## src/rtl/show_number.sv

```systemverilog
// show_number: time-multiplexed driver for a 4-digit common-anode 7-segment display.
// A free-running refresh counter's top two bits select the active digit.
// Digit enable and segment pattern are registered together so they never disagree.
// Optional feature macro: LEADING_ZERO_BLANK_EN blanks leading zeros on digits 3..1.
module show_number #(
  parameter int unsigned DIV_WIDTH = 18
) (
  input  logic       clock,
  input  logic       reset_n,
  input  logic [3:0] number0,
  input  logic [3:0] number1,
  input  logic [3:0] number2,
  input  logic [3:0] number3,
  output logic [7:0] ss_out,
  output logic [3:0] ss_digit
);

  localparam int unsigned SEL_WIDTH = 2;
  localparam int unsigned SEG_WIDTH = 8;
  localparam int unsigned DIG_WIDTH = 4;

  localparam logic [SEG_WIDTH-1:0] SEG_DARK = 8'hFF;
  localparam logic [DIG_WIDTH-1:0] DIG_OFF  = 4'b1111;

  logic [DIV_WIDTH-1:0] refresh_cnt;
  logic [DIV_WIDTH-1:0] refresh_cnt_nxt;
  logic [SEL_WIDTH-1:0] sel;
  logic [SEG_WIDTH-1:0] ss_out_nxt;
  logic [DIG_WIDTH-1:0] ss_digit_nxt;
  logic                 blank1;
  logic                 blank2;
  logic                 blank3;

  // Hex to active-low segment pattern, dp off; unknown input stays dark.
  function automatic logic [SEG_WIDTH-1:0] decode(input logic [3:0] value);
    logic [SEG_WIDTH-1:0] seg;
    seg = SEG_DARK;
    case (value)
      4'h0: seg = 8'hC0;
      4'h1: seg = 8'hF9;
      4'h2: seg = 8'hA4;
      4'h3: seg = 8'hB0;
      4'h4: seg = 8'h99;
      4'h5: seg = 8'h92;
      4'h6: seg = 8'h82;
      4'h7: seg = 8'hF8;
      4'h8: seg = 8'h80;
      4'h9: seg = 8'h90;
      4'hA: seg = 8'h88;
      4'hB: seg = 8'h83;
      4'hC: seg = 8'hC6;
      4'hD: seg = 8'hA1;
      4'hE: seg = 8'h86;
      4'hF: seg = 8'h8E;
      default: seg = SEG_DARK;
    endcase
    return seg;
  endfunction

  assign sel = refresh_cnt[DIV_WIDTH-1 -: SEL_WIDTH];

`ifdef LEADING_ZERO_BLANK_EN
  // A digit blanks only if it and every digit to its left are zero.
  always_comb begin
    blank3 = (number3 == 4'h0);
    blank2 = blank3 && (number2 == 4'h0);
    blank1 = blank2 && (number1 == 4'h0);
  end
`else
  // Every digit is always decoded.
  always_comb begin
    blank3 = 1'b0;
    blank2 = 1'b0;
    blank1 = 1'b0;
  end
`endif

  // Next counter value and next digit/segment pair for the current slot.
  always_comb begin
    refresh_cnt_nxt = refresh_cnt + DIV_WIDTH'(1);
    ss_digit_nxt    = DIG_OFF;
    ss_out_nxt      = SEG_DARK;
    case (sel)
      2'd0: begin
        ss_digit_nxt = 4'b1110;
        ss_out_nxt   = decode(number0);
      end
      2'd1: begin
        ss_digit_nxt = 4'b1101;
        ss_out_nxt   = blank1 ? SEG_DARK : decode(number1);
      end
      2'd2: begin
        ss_digit_nxt = 4'b1011;
        ss_out_nxt   = blank2 ? SEG_DARK : decode(number2);
      end
      2'd3: begin
        ss_digit_nxt = 4'b0111;
        ss_out_nxt   = blank3 ? SEG_DARK : decode(number3);
      end
      default: begin
        ss_digit_nxt = DIG_OFF;
        ss_out_nxt   = SEG_DARK;
      end
    endcase
  end

  // Refresh counter and registered display outputs.
  always_ff @(posedge clock or negedge reset_n) begin
    if (!reset_n) begin
      refresh_cnt <= '0;
      ss_digit    <= DIG_OFF;
      ss_out      <= SEG_DARK;
    end else begin
      refresh_cnt <= refresh_cnt_nxt;
      ss_digit    <= ss_digit_nxt;
      ss_out      <= ss_out_nxt;
    end
  end

endmodule

```

## config.mk

```make
export PLATFORM = sky130hd
export DESIGN_NAME = show_number
export DESIGN_NICKNAME = d
export VERILOG_FILES = /design/src/rtl/show_number.sv
export SDC_FILE = /design/constraint.sdc
export NUM_CORES = 1
export LEC_CHECK = 0
export BUFFER_PORTS_ARGS = -buffer_cell sky130_fd_sc_hd__buf_4
export CAP_MARGIN = 25
export CORE_MARGIN = 5
export CORE_UTILIZATION = 30
export CTS_BUF_LIST = sky130_fd_sc_hd__clkbuf_8
export DETAILED_ROUTE_END_ITERATION = 16
export PLACE_DENSITY = 0.46
export SLEW_MARGIN = 30
export SYNTH_ARGS = -nofsm -noshare
export SYNTH_HDL_FRONTEND = slang
export SYNTH_SLANG_ARGS = --single-unit
```

## constraint.sdc

```tcl
create_clock -name clock -period 2 [get_ports clock]
set_clock_uncertainty 0.2 [all_clocks]
set_input_delay 0.1 -clock clock [delete_from_list [all_inputs] [get_ports clock]]
set_output_delay 0.1 -clock clock [all_outputs]
set_load 0.005 [all_outputs]
```

==> qor.yml <==
synth:
  synth_top_family_by_area: "adder cells"
  synth_xor_area_share_pct: 6.13
  synthDistinctLibCells: 46
  synthSimpleGateAreaFrac_pct: 14.1
  syn_inst: 231
  muxShareOfSynthArea_pct: 12.0
  syn_area_per_cell_um2: 9.89
  synthAdderAreaFrac_pct: 15.3
  synth-compound-area-share_pct: 13.3
  synth_area_um2: 2280
  ys_ff_latch: 29
  seq_area_frac_synth_pct: 32.4
  synth_fp_nets: 277
  synthArstFlopShare_pct: 100
  ys_warn_count: 0
  synth_edf_count: 0
  synth_flop_cell: "dfrtp_1"
placement:
  gp_congestion: 0.794
  dp_hpwl_um: 3850
  portBuffers: 28
  placed_cell_area_um2: 2560
pwr:
  ir_drop_mv: 0.196
  power_density_nw_per_um2: 497
  p_leak_nw: 1.24
timing:
  setup_viol_count_final: 0
  fin_crit_sh_pct: 84.4
  worstMarginPinSlew_ns: 0.545
  final_hold_viol_count: 0
  clock.fmax_ghz: 0.593
  fin_crit_ns: 1.69
  drv_slew: 0
  setup_tns_ns: 0
  rsz0062_at_grt: "no"
  slew_headroom_pct: 63.7
route:
  final_antenna_net_count: 0
  initialDrtViolationCount: 47
  remaining_drc_errors: 0
  wl_per_cell_um: 13.7
  vias: 1688
  routed_wl_um: 4910
  vias_per_cell: 4.72
  drt-pass1-iter-count: 4
global_route:
  busiest_layer: "met2"
  antenna_found_initial: 0
  grt_max_degree: 30
  grt_pass1_wl_um: 8540
  use_met3_pct: 2.23
  met1_usage_pct: 13.8
  grt_pass1_vias: 1785
  globalRouteMet2Util_pct: 18.8
  globalRouteTotalUtil_pct: 10.8
  grt.overflow.total: 0
clock_network:
  cts_buffer_depth: 2
  cts_made_buffers: 5
  cts_tree: "done"
  cts.sinks: 29
  cts_resized: 0
  insertion_delay_ns: 0.27
  cts.clk_slew.worst_paths_ns: 0.06
  htreeDepth: 2
  clockRootBuffer: "clkbuf_8"
min_path:
  hold_class: "input port to flop"
  min_from: "number2[2]"
  hold_depth: 3
  hold_end: "ss_out[0]$_DFF_PN1_"
setup_path:
  rr_worst_depth: 4
  critPathLaunchType: "flop"
  critPathMaxFanout: 15
  required_ns: 2.01
  endpoint_kind: "flop"
  criticalPathCategory: "flop to flop"
  crit_arrival_ns: 1.70
  worstReg2RegStart: "refresh_cnt[17]$_DFF_PN0_"
  regToRegSetupSlack_ns: 0.31
  rr_endpoint: "ss_out[6]$_DFF_PN1_"
outcome:
  status: "finished clean"
layout:
  antenna_cells: 0
  multi_input_area_um2: 1390
  fillCellCount: 767
  synthToLayoutAreaGrowth_pct: 16.0
  seq_area_um2: 739
  nets: 304
  final_area_um2: 2650
  final_layout_size_suffix_gt1_share_pct: 23.2
floorplan:
  rows: 31
  core_um2: 7330
  dieHeight_um: 97.3
  start_util_pct: 31.2
  die_x_um: 97.3
  pin_count: 30
  fp.dieArea_um2: 9460
job:
  drv_cap: 0
==> metal layers <==
layer  part of all wire, %  vias to the layer above
met5                     0                        -
met3                   2.4                        6
met2                    48                       21
li1                      -                      867
met1                    48                      794
met4                   1.1                        0
==> Yosys cell counts (4+ instances only) <==
cell type	number	area, µm²
a211oi_1	4	30.0
a21oi_1	7	35.0
a311oi_1	4	35.0
a31oi_1	4	25.0
buf_2	4	20.0
dfrtp_1	18	450
dfstp_2	11	289
ha_1	28	350
inv_1	18	67.6
mux2_2	4	45.0
mux2i_1	9	90.1
nand2_1	14	52.6
nand2b_1	6	37.5
nand3_1	8	40.0
nor2_1	15	56.3
o21ai_0	10	50.1
xnor2_1	10	87.6
xor2_1	6	52.6
==> cells in the final DEF (no fill, tap or decap), types with 2 or more instances in the layout <==
cell type   n
nand2_1    14
a21oi_1     7
clkinv_2    2
xor2_1      6
nand4_1     2
mux4_1      3
inv_1      19
nor3_1      3
nor2_1     15
nor3_2      2
o22ai_1     2
mux4_2      2
dfstp_2    11
dfrtp_1    18
mux2i_1     9
buf_4      31
and2_1      3
a31oi_1     4
nand3_1     8
a221oi_1    3
nor2b_1     2
ha_1       28
o21ai_0    10
a311oi_1    4
nand2b_1    6
a21o_1      2
o311ai_0    3
mux2_2      4
clkbuf_8    5
nor3b_1     2
xnor2_1    10
and3_1      2
a211oi_1    4
==> state kept, by name, indices dropped and copies added (netlist names) <==
signal       flops
refresh_cnt     18
ss_digit         4
ss_out           7
==> timing repair <==
item                      in CTS  in global routing
hold endpoints to repair      29                  0
hold buffers                   1                  0
setup buffers                  0                  0
==> how the worst max path moves through the flow <==
stage | start | endpoint | slack [ns] | cells past startpoint
after floorplan | number3[0] | ss_out[3]$_DFF_PN1_ | 0.58 | 6
after global placement | number1[0] | ss_out[3]$_DFF_PN1_ | 0.27 | 7
after detailed placement | number1[1] | ss_out[3]$_DFF_PN1_ | 0.27 | 7
after CTS | refresh_cnt[17]$_DFF_PN0_ | ss_out[1]$_DFF_PN1_ | 0.26 | 4
after global routing | refresh_cnt[17]$_DFF_PN0_ | ss_out[1]$_DFF_PN1_ | 0.15 | 4
final | refresh_cnt[17]$_DFF_PN0_ | ss_out[6]$_DFF_PN1_ | 0.31 | 4
==> cell type report <==
type / instances / share of cell area, %
multi-input combinational: 172 / 52.6
inverter: 18 / 2.55
timing repair buffer: 32 / 9.16
tap: 99 / 4.67
clock inverter: 3 / 0.519
sequential: 29 / 27.9
clock buffer: 5 / 2.60
==> power by group <==
| part | total, mW | switching (mW) | internal, mW |
|---|---|---|---|
| clock | 0.449 | 0.214 | 0.235 |
| combinational | 0.253 | 0.133 | 0.120 |
| sequential | 0.613 | 0.00496 | 0.608 |
| total | 1.32 | 0.352 | 0.964 |
==> stage by stage <==
stage	power, mW	cells	hold WS [ns]	utilization, %	setup slack, ns
after floorplan	0.779	231	-0.396	-	0.583
after global placement	0.883	349	-0.154	34.9	0.274
after detailed placement	0.881	349	-0.150	34.9	0.269
after CTS	1.34	358	0.0543	36.1	0.264
after global routing	1.40	358	0.0881	36.1	0.148
final	1.32	358	0.0656	36.1	0.313
==> kinds of logic after synthesis <==
group                      Yosys count
and+or+nand+nor                     63
AOI/OAI and AO/OA                   45
buffers and inverters               30
DFF                                 29
adders and majority gates           28
muxes                               19
xor gates and xnor gates            16
other                                1
==> worst max-delay path: stages, from the launching register on <==
cell and delay, ns:
dfrtp_1 0.68, buf_4 0.25, a31oi_1 0.05, a221oi_1 0.29
a31o_1 0.16
No activity file was read; power rests on OpenSTA's default activity.
